`config.mk`:
```
export PLATFORM = sky130hd
export DESIGN_NAME = regfile_wb_arbiter
export DESIGN_NICKNAME = d
export VERILOG_FILES = /design/src/rtl/regfile_wb_arbiter.sv
export SDC_FILE = /design/constraint.sdc
export NUM_CORES = 1
export LEC_CHECK = 0
export CAP_MARGIN = 20
export CORE_ASPECT_RATIO = 0.8
export CORE_MARGIN = 3
export CORE_UTILIZATION = 55
export CTS_CLUSTER_SIZE = 28
export DETAILED_ROUTE_END_ITERATION = 8
export HOLD_SLACK_MARGIN = 0.08
export PLACE_DENSITY = 0.85
export REMOVE_ABC_BUFFERS = 1
export SLEW_MARGIN = 5
export SYNTH_ARGS = -nofsm -noshare
export SYNTH_HDL_FRONTEND = slang
export SYNTH_SLANG_ARGS = --single-unit
```
`constraint.sdc`:
```
create_clock -name clk -period 2 [get_ports clk]
set_input_delay 0.4 -clock clk [delete_from_list [all_inputs] [get_ports clk]]
set_output_delay 0.4 -clock clk [all_outputs]
set_load 0.02 [all_outputs]
```
`src/rtl/regfile_wb_arbiter.sv`:
```
// regfile_wb_arbiter: two writeback requesters (A, B) share the single write
// port of a 32x32 register file. Each requester has a private FIFO. A
// round-robin arbiter drains one entry per cycle onto registered
// we/wsel/wdata. Writes to register 0 use an issue slot but leave we low.

// Per-requester circular FIFO holding (select, data) pairs.
module regfile_wb_fifo #(
   parameter int DEPTH = 2,
   parameter int AW    = 5,
   parameter int DW    = 32
) (
   input  logic          i_clk,
   input  logic          i_rst_n,
   input  logic          i_push,
   input  logic          i_pop,
   input  logic [AW-1:0] i_sel,
   input  logic [DW-1:0] i_data,
   output logic          o_full,
   output logic          o_nonempty,
   output logic [AW-1:0] o_head_sel,
   output logic [DW-1:0] o_head_data
);
   localparam int PW = (DEPTH > 1) ? $clog2(DEPTH) : 1;
   localparam int CW = $clog2(DEPTH + 1);

   logic [AW-1:0] r_mem_sel  [DEPTH];
   logic [DW-1:0] r_mem_data [DEPTH];
   logic [PW-1:0] r_wptr;
   logic [PW-1:0] r_rptr;
   logic [CW-1:0] r_count;

   // Storage write: a pushed entry lands at the write pointer.
   always_ff @(posedge i_clk or negedge i_rst_n) begin
      if (!i_rst_n) begin
         for (int i = 0; i < DEPTH; i++) begin
            r_mem_sel[i]  <= '0;
            r_mem_data[i] <= '0;
         end
      end else if (i_push) begin
         r_mem_sel[r_wptr]  <= i_sel;
         r_mem_data[r_wptr] <= i_data;
      end else begin
         r_mem_sel[r_wptr]  <= r_mem_sel[r_wptr];
         r_mem_data[r_wptr] <= r_mem_data[r_wptr];
      end
   end

   // Pointers wrap naturally at DEPTH (power of two); count tracks occupancy.
   always_ff @(posedge i_clk or negedge i_rst_n) begin
      if (!i_rst_n) begin
         r_wptr  <= '0;
         r_rptr  <= '0;
         r_count <= '0;
      end else begin
         if (i_push) begin
            r_wptr <= r_wptr + PW'(1);
         end else begin
            r_wptr <= r_wptr;
         end
         if (i_pop) begin
            r_rptr <= r_rptr + PW'(1);
         end else begin
            r_rptr <= r_rptr;
         end
         case ({i_push, i_pop})
            2'b10:   r_count <= r_count + CW'(1);
            2'b01:   r_count <= r_count - CW'(1);
            default: r_count <= r_count;
         endcase
      end
   end

   assign o_full      = (r_count == CW'(DEPTH));
   assign o_nonempty  = (r_count != '0);
   assign o_head_sel  = r_mem_sel[r_rptr];
   assign o_head_data = r_mem_data[r_rptr];
endmodule

module regfile_wb_arbiter #(
   parameter int DEPTH = 2,
   parameter int AW    = 5,
   parameter int DW    = 32
) (
   input  logic          clk,
   input  logic          reset,
   input  logic          a_valid,
   output logic          a_ready,
   input  logic [AW-1:0] a_sel,
   input  logic [DW-1:0] a_data,
   input  logic          b_valid,
   output logic          b_ready,
   input  logic [AW-1:0] b_sel,
   input  logic [DW-1:0] b_data,
   output logic          we,
   output logic [AW-1:0] wsel,
   output logic [DW-1:0] wdata,
   output logic          busy
);
   typedef enum logic {REQ_A = 1'b0, REQ_B = 1'b1} req_e;

   logic          w_a_full, w_a_ne, w_a_push;
   logic          w_b_full, w_b_ne, w_b_push;
   logic [AW-1:0] w_a_head_sel,  w_b_head_sel;
   logic [DW-1:0] w_a_head_data, w_b_head_data;
   logic          w_grant_a, w_grant_b;
   logic [AW-1:0] w_head_sel;
   logic [DW-1:0] w_head_data;

   req_e          r_last;
   logic          r_we;
   logic [AW-1:0] r_wsel;
   logic [DW-1:0] r_wdata;

   // Ready depends on FIFO state only: a full FIFO refuses even while popping.
   assign w_a_push = a_valid & ~w_a_full;
   assign w_b_push = b_valid & ~w_b_full;

   regfile_wb_fifo #(.DEPTH(DEPTH), .AW(AW), .DW(DW)) u_fifo_a (
      .i_clk       (clk),
      .i_rst_n     (reset),
      .i_push      (w_a_push),
      .i_pop       (w_grant_a),
      .i_sel       (a_sel),
      .i_data      (a_data),
      .o_full      (w_a_full),
      .o_nonempty  (w_a_ne),
      .o_head_sel  (w_a_head_sel),
      .o_head_data (w_a_head_data)
   );

   regfile_wb_fifo #(.DEPTH(DEPTH), .AW(AW), .DW(DW)) u_fifo_b (
      .i_clk       (clk),
      .i_rst_n     (reset),
      .i_push      (w_b_push),
      .i_pop       (w_grant_b),
      .i_sel       (b_sel),
      .i_data      (b_data),
      .o_full      (w_b_full),
      .o_nonempty  (w_b_ne),
      .o_head_sel  (w_b_head_sel),
      .o_head_data (w_b_head_data)
   );

   // Round-robin grant: on a tie the requester not served last wins.
   always_comb begin
      w_grant_a = 1'b0;
      w_grant_b = 1'b0;
      if (w_a_ne && w_b_ne) begin
         if (r_last == REQ_B) begin
            w_grant_a = 1'b1;
         end else begin
            w_grant_b = 1'b1;
         end
      end else if (w_a_ne) begin
         w_grant_a = 1'b1;
      end else if (w_b_ne) begin
         w_grant_b = 1'b1;
      end else begin
         w_grant_a = 1'b0;
         w_grant_b = 1'b0;
      end
   end

   // Select the granted head for the output registers.
   always_comb begin
      w_head_sel  = '0;
      w_head_data = '0;
      if (w_grant_a) begin
         w_head_sel  = w_a_head_sel;
         w_head_data = w_a_head_data;
      end else begin
         w_head_sel  = w_b_head_sel;
         w_head_data = w_b_head_data;
      end
   end

   // Remember who was served; register-0 slots count as grants too.
   always_ff @(posedge clk or negedge reset) begin
      if (!reset) begin
         r_last <= REQ_B;
      end else if (w_grant_a) begin
         r_last <= REQ_A;
      end else if (w_grant_b) begin
         r_last <= REQ_B;
      end else begin
         r_last <= r_last;
      end
   end

   // Write-port registers: load the granted head, suppress we for register 0.
   always_ff @(posedge clk or negedge reset) begin
      if (!reset) begin
         r_we    <= 1'b0;
         r_wsel  <= '0;
         r_wdata <= '0;
      end else if (w_grant_a || w_grant_b) begin
         r_we    <= (w_head_sel != '0);
         r_wsel  <= w_head_sel;
         r_wdata <= w_head_data;
      end else begin
         r_we    <= 1'b0;
         r_wsel  <= r_wsel;
         r_wdata <= r_wdata;
      end
   end

   assign a_ready = ~w_a_full;
   assign b_ready = ~w_b_full;
   assign we      = r_we;
   assign wsel    = r_wsel;
   assign wdata   = r_wdata;
   assign busy    = w_a_ne | w_b_ne | r_we;
endmodule
```
* Yosys cells after proc, flatten, opt, wreduce, memory -nomap -nowiden *
Index checks and enable logic that the tools add are counted.

storage, ports and cells
  flip-flop bits (word level) = 195
  bits of input ports = 78
  output and inout port bits = 41
  word-level logic and storage cells = 116

operators by class
  $add $sub $neg = 8
  order comparisons = 6
  equal/unequal tests = 6
  mux-type cells = 58
  bitwise gates (word level) = 10
  reductions and logical operators = 10

operator list
  cell                                                 number
  2-to-1 mux 32 bit                                    15
  bitwise mux 64 bit                                   4
  2-to-1 mux 64 bit                                    2
  2-to-1 mux 5 bit                                     15
  demux 32 bit (select 1 bit)                          2
  bitwise mux 10 bit                                   4
  2-to-1 mux 10 bit                                    2
  demux 5 bit (select 1 bit)                           2
  2-to-1 mux 1 bit                                     10
  nonzero test 2 bit                                   5
  == test 2 bit (second input constant)                4
  >= comparator 2 bit (second input constant)          4
  inverter 1 -> 2 bit                                  4
  one-hot mux 2 bit (2 select lines)                   2
  nonzero test 5 bit                                   1
  adder 1 bit (second input constant)                  4
  adder 2 x 1 -> 2 bit (second input constant)         2
  == test 2 x 1 -> 1 bit (second input constant)       2
  < comparator 2 x 1 -> 1 bit (second input constant)  2
  subtractor 2 x 1 -> 2 bit (second input constant)    2
  logical AND 1 bit                                    3
  AND 1 bit                                            2
  inverter 1 bit                                       2
  OR 1 bit                                             2
  logical OR 1 bit                                     1

* Longest topological paths before layout *
Gate-level depths: netlist (run 1).

  depth after elaboration = 7
  mapped depth = 9
  gate-level depth less buffers = 7

* Modules after synthesis *
From an unflattened synthesis (run 1), not the netlist that was laid out.

unflattened totals
  cell total of the unflattened synthesis = 572
  area total of the unflattened synthesis = 8,632.0 µm²

modules (own cells, without submodules)
  module              times used  cells each  area each (µm²)  seq. area each (µm²)
  regfile_wb_fifo     2           211         3,402.0          1,951.9
  regfile_wb_arbiter  1           150         1,828.0          977.2

* Least setup slack after synthesis (run 1) *
OpenSTA, ideal clock, no wires.

  path kind = register to register
  from = register u_fifo_a.r_count[1]
  to = register u_fifo_b.r_count[1]
  library setup time = 79 ps
  arrival = 1,710 ps
  required time = 1,921 ps
  setup slack = 211 ps
  stages on the path, launching flop included = 8
  path buffers = 2
  clock period less this slack = 1,789 ps
  path through = dfrtp_1 or2_1 buf_4 a21boi_4 buf_6 ha_1 nor2_1 xor2_1

between the ends
  cells in the longest elaborated chain, start to end = 5
  elaborated cells on any way between the ends = 8
  classes of those cells = 2 x eq/ne; 3 x mux; 3 x reduce/logical

RTL lines
  item                                                                             line      text
  from (decl)                                                                      30        logic [CW-1:0] r_count;
  from (signal assigned)                                                           66        2'b10: r_count <= r_count + CW'(1);
  from (signal assigned)                                                           67        2'b01: r_count <= r_count - CW'(1);
  from (signal assigned)                                                           68        default: r_count <= r_count;
  nonzero test 2 bit *                                                             74        assign o_nonempty = (r_count != '0);
  2-to-1 mux 1 bit / logical AND 1 bit (equally long branches)                     154, 148
  2-to-1 mux 1 bit *                                                               148       if (w_a_ne && w_b_ne) begin
  net u_fifo_b.i_pop                                                               15        input logic i_pop,
  == test 2 x 1 -> 1 bit / == test 2 bit (equally long branches)                   65        case ({i_push, i_pop})
  one-hot mux 2 bit (2 select lines) / nonzero test 2 bit (equally long branches)  -
  to (signal assigned)                                                             66
  to (signal assigned)                                                             67
  to (signal assigned)                                                             68
  to (decl)                                                                        30

Mark *: on every way through the listed nets, which the timed path passes. The rest lies on a longest branch.
A chain may end at the register's enable or synchronous reset.

* Worst setup path in the final report (run 1) *
  from = register u_fifo_b.r_count[0]
  to = output port busy

between the ends
  cells in the longest elaborated chain, start to end = 3

RTL lines
  item                   line  text
  nonzero test 2 bit     74
  OR 1 bit (2 in a row)  212   assign busy = w_a_ne | w_b_ne | r_we;
  to (decl)              97    output logic busy

No other way between the ends.

==> run_results.csv, run 1 <==
group,metric,value,unit
run_status,run_status,"complete, no violations",
floorplan,io_pins,119,
setup_path,path_cells,"or2_1 > or3_4 > buf_6",
global_routing,groute.usage.overall,23.84,%
drt,met2RoutedLength,9637,um
clock_network,h-tree-depth,4,
layout,nFillCells,1017,
drt,antenna_violating_nets_post_route,0,
logic_synthesis,synth_top_area_cell,"sky130_fd_sc_hd__dfrtp_1",
layout,final_common_cell,"sky130_fd_sc_hd__dfrtp_1",
drt,wl_met1,8706,um
logic_synthesis,number_of_warnings_printed_during_yosys_synthesis,0,
layout,final_cells,997,
clock_network,clock_tree_from_tritoncts,"done",
clock_network,path_clk_slew,0.06,ns
floorplan,core_region_area,0.01526,mm2
layout,finalInstanceArea,0.01085,mm2
pwr,areal_power_density_over_the_cells,1824,mW/mm2
sta,hold_viol,0,
pwr,leakage,4.536,nW
drt,uppermost_layer_routed,"met5",
logic_synthesis,synth.top_cells.by_area,"sky130_fd_sc_hd__dfrtp_1 (56%), sky130_fd_sc_hd__mux2_2 (22%), sky130_fd_sc_hd__mux2i_1 (3.5%)",
drt,detailedRoute.firstPassIterationCount,4,
global_routing,grt_antenna_before_repair,1,
layout,design.final.nets,855,
clock_network,postCtsSetupRepairBufs,0,
flow_run,max_cap_viol_count,0,
clock_network,cts_sinks,195,
setup_path,cp_data_required_time,1.60,ns
floorplan,initial_utilization,56.98,%
sta,worst_pin_slew,0.4807,ns
place,place_area,0.01028,mm2
setup_path,crit_buf_inv,1,
hold_path,min_from,"wsel[4]",
setup_path,timing.critical_path.fanout_max,2,
setup_path,critical-path-top-delay-family,"simple AND/OR/NAND/NOR gates",
logic_synthesis,ys_seq_elements,195,
sta,post-route-min-period,1.949,ns
global_routing,number_of_global_route_vias_before_repair,6252,
drt,vias,5692,
setup_path,critical-path-slowest-cell,"sky130_fd_sc_hd__dfrtp_1",
logic_synthesis,syn-cell-area,0.008697,mm2
layout,num_antenna_cells,0,
sta,max_clock_freq,0.5131,GHz
logic_synthesis,syn_avg_cell_area,13.44,um2
setup_path,critical_path.reg2reg.startpoint,"u_fifo_a.r_count[1]",
drt,ratio_of_routed_vias_to_standard_cells,5.709,
clock_network,clock_insertion_delay_worst_skew,0.43,ns
setup_path,cp_slowest_stage_delay,0.38,ns
setup_path,timing.critical_path.from,"u_fifo_b.r_count[0]",
sta,max-slew-margin-rel,67.95,%
place,placed_instances,965,
hold_path,worst_hold_path_type,"reg -> reg",
global_routing,global_route_wire_length_before_repair,32830,um
global_routing,grt.overflow.total,0,
sta,final_max_slew_viol_count,0,
logic_synthesis,post_synth_edffs,0,
layout,layout-drive-gt1-share,31.39,%
drt,drt_iter0_drc,246,
floorplan,chipHeight,118.5,um
layout,area_added_between_synthesis_and_finish,24.77,%
logic_synthesis,post_synth_inst_count,647,
setup_path,kind_of_launch_point_of_the_worst_setup_path,"flip-flop",
layout,finish.utilization,71.09,%
floorplan,floorplan.die.width,146.6,um
floorplan,dieArea,0.01737,mm2
sta,post-route-period-util,97.45,%
logic_synthesis,yosys.cell_types.count,41,
sta,unrepaired_setup_endpoints_after_global_routing,"true",
place,port_buffers,118,
pwr,max-vdd-ir-drop,1.014,mV
floorplan,row_count,40,
sta,fin_worst_skew,0.01491,ns
drt,wl,19740,um
place,gp_routability_congestion,0.8086,
clock_network,clk_root_buffer_cell,"sky130_fd_sc_hd__clkbuf_16",
drt,routed-wl-met3,1163,um
logic_synthesis,synthArstFlopShare,100.0,%
logic_synthesis,most_instantiated_flip_flop_cell_in_the_synthesis_netlist,"sky130_fd_sc_hd__dfrtp_1",
sta,count_of_endpoints_failing_setup_in_the_final_report,0,
logic_synthesis,synth_top_cell_area_share,55.82,%
layout,layout_common_cells,"sky130_fd_sc_hd__dfrtp_1 (192), sky130_fd_sc_hd__mux2_2 (169), sky130_fd_sc_hd__clkdlybuf4s50_1 (114), sky130_fd_sc_hd__o21ai_0 (31), sky130_fd_sc_hd__mux2i_1 (30)",
drt,route.detailed.drc,0,
place,dpl.hpwl,13000,um
drt,routedWlPerCell,19.80,um
logic_synthesis,ys_seq_area_share,56.12,%
setup_path,timing.critical_path.arrival,1.55,ns
clock_network,cts_buffer_depth,2,
clock_network,cts_made_buffers,17,
setup_path,crit_type,"reg -> out",
setup_path,setup.worst_path.end_class,"primary output",
global_routing,grt_max_degree,54,
[routing by layer]
layer	GRT usage [%]	vias to the layer above
met2	38.42	145
met1	31.71	2932
met3	6.823	19
met4	6.933	2
met5	0	-
li1	-	2594
[cells in the mapped netlist, types with 2 or more instances]
cell                       number
sky130_fd_sc_hd__dfrtp_1      194
sky130_fd_sc_hd__mux2_2       169
sky130_fd_sc_hd__o21ai_0       31
sky130_fd_sc_hd__mux2i_1       30
sky130_fd_sc_hd__nor2_1        29
sky130_fd_sc_hd__a21oi_1       28
sky130_fd_sc_hd__a22oi_1       25
sky130_fd_sc_hd__nor2b_1       15
sky130_fd_sc_hd__a211oi_1      14
sky130_fd_sc_hd__buf_2         14
sky130_fd_sc_hd__nand2_1       13
sky130_fd_sc_hd__clkbuf_1      10
sky130_fd_sc_hd__buf_6          9
sky130_fd_sc_hd__mux2_1         8
sky130_fd_sc_hd__o31ai_1        8
sky130_fd_sc_hd__xnor2_1        7
sky130_fd_sc_hd__buf_4          4
sky130_fd_sc_hd__nand3_1        3
sky130_fd_sc_hd__nor3_1         3
sky130_fd_sc_hd__o21ai_1        3
sky130_fd_sc_hd__xor2_1         3
sky130_fd_sc_hd__buf_1          2
sky130_fd_sc_hd__ha_1           2
sky130_fd_sc_hd__nand2_2        2
sky130_fd_sc_hd__nand2b_2       2
sky130_fd_sc_hd__nand3_4        2
sky130_fd_sc_hd__nor2_8         2
sky130_fd_sc_hd__or2_1          2
[kinds of logic (layout without fill, tap and decap cells)]
family	Yosys count	in the layout	share of synthesized area [%]
AOI/OAI and AO/OA	114	114	8.287
xor gates and xnor gates	10	10	1.007
adders and majority gates	2	2	0.2877
buffers and inverters	41	181	2.921
DFF	195	195	56.12
muxes	207	207	26.37
and+or+nand+nor	78	78	5.007
[metrics by stage]
step                hold WS (ns)  setup WS [ns]  setup TNS [ns]  total power, mW
floorplan                 0.1044        -0.5449          -14.58            13.11
global placement          0.3925         0.1246               0            15.90
detailed placement        0.4036        0.09996               0            16.48
CTS                       0.4881        0.05905               0            19.88
global route              0.5074      -0.001363       -0.001363            21.07
finish                    0.4795        0.05106               0            19.80
[what timing repair did]
item / 4_1_cts / 5_1_grt
resized for setup: 6 / 3
pin swaps: 0 / 1
hold buffers: 1 / 0
gates cloned: 0 / 0
endpoints found under the hold margin: 46 / 0
endpoints found under the setup margin: 3 / 1
[worst register-to-register path: cells and delay by family (launching register included)]
family / cells / cell delay [ns]
simple gates: 3 / 0.54
buf+inv: 2 / 0.35
xor+xnor: 1 / 0.15
fa+ha+maj: 1 / 0.34
flops: 1 / 0.37
[path summary, 6_finish.rpt]
kind	endpoint	slack, ns	cells past startpoint
setup / recovery	busy	0.05	3
hold / removal	wsel[4]	0.48	2
setup reg to reg	u_fifo_a.r_count[1]	0.15	7
hold reg to reg	wsel[4]	0.48	2
max in group asynchronous	u_fifo_b.r_rptr	0.86	3
min in group asynchronous	u_fifo_b.r_mem_sel[7]	0.51	2
[power breakdown]
part,internal [mW],switching (mW)
Clock,1.86,1.43
Sequential,6.07,1.20
Combinational,4.74,4.49
Total,12.7,7.12
[sequential cells by signal, indices dropped and copies added, names as in the netlist, 2 cells and up]
register             flops
u_fifo_a.r_count         2
u_fifo_a.r_mem_data     64
u_fifo_a.r_mem_sel      10
u_fifo_b.r_count         2
u_fifo_b.r_mem_data     64
u_fifo_b.r_mem_sel      10
wdata                   32
wsel                     5
[area by class of cell]
cell class	instances	area (um2)	area share, %
Multi-Input combinational cell	411	3575	32.94
Inverter	2	7.507	0.06918
Timing Repair Buffer	148	1562	14.39
Sequential cell	195	4883	45.00
Clock buffer	21	450.4	4.151
Tap cell	210	262.8	2.421
Clock inverter	10	111.4	1.026
No activity file was read; power rests on OpenSTA's default activity.
==> run 2: changes to the inputs <==
--- a/config.mk
+++ b/config.mk
@@ -11,7 +11,7 @@
 export CORE_UTILIZATION = 55
 export CTS_CLUSTER_SIZE = 28
 export DETAILED_ROUTE_END_ITERATION = 8
-export HOLD_SLACK_MARGIN = 0.08
+export HOLD_SLACK_MARGIN = 0.02
 export PLACE_DENSITY = 0.85
 export REMOVE_ABC_BUFFERS = 1
 export SLEW_MARGIN = 5
==> results of run 2 <==
The final DEF is identical to that of run 1; final timing and power are the same.
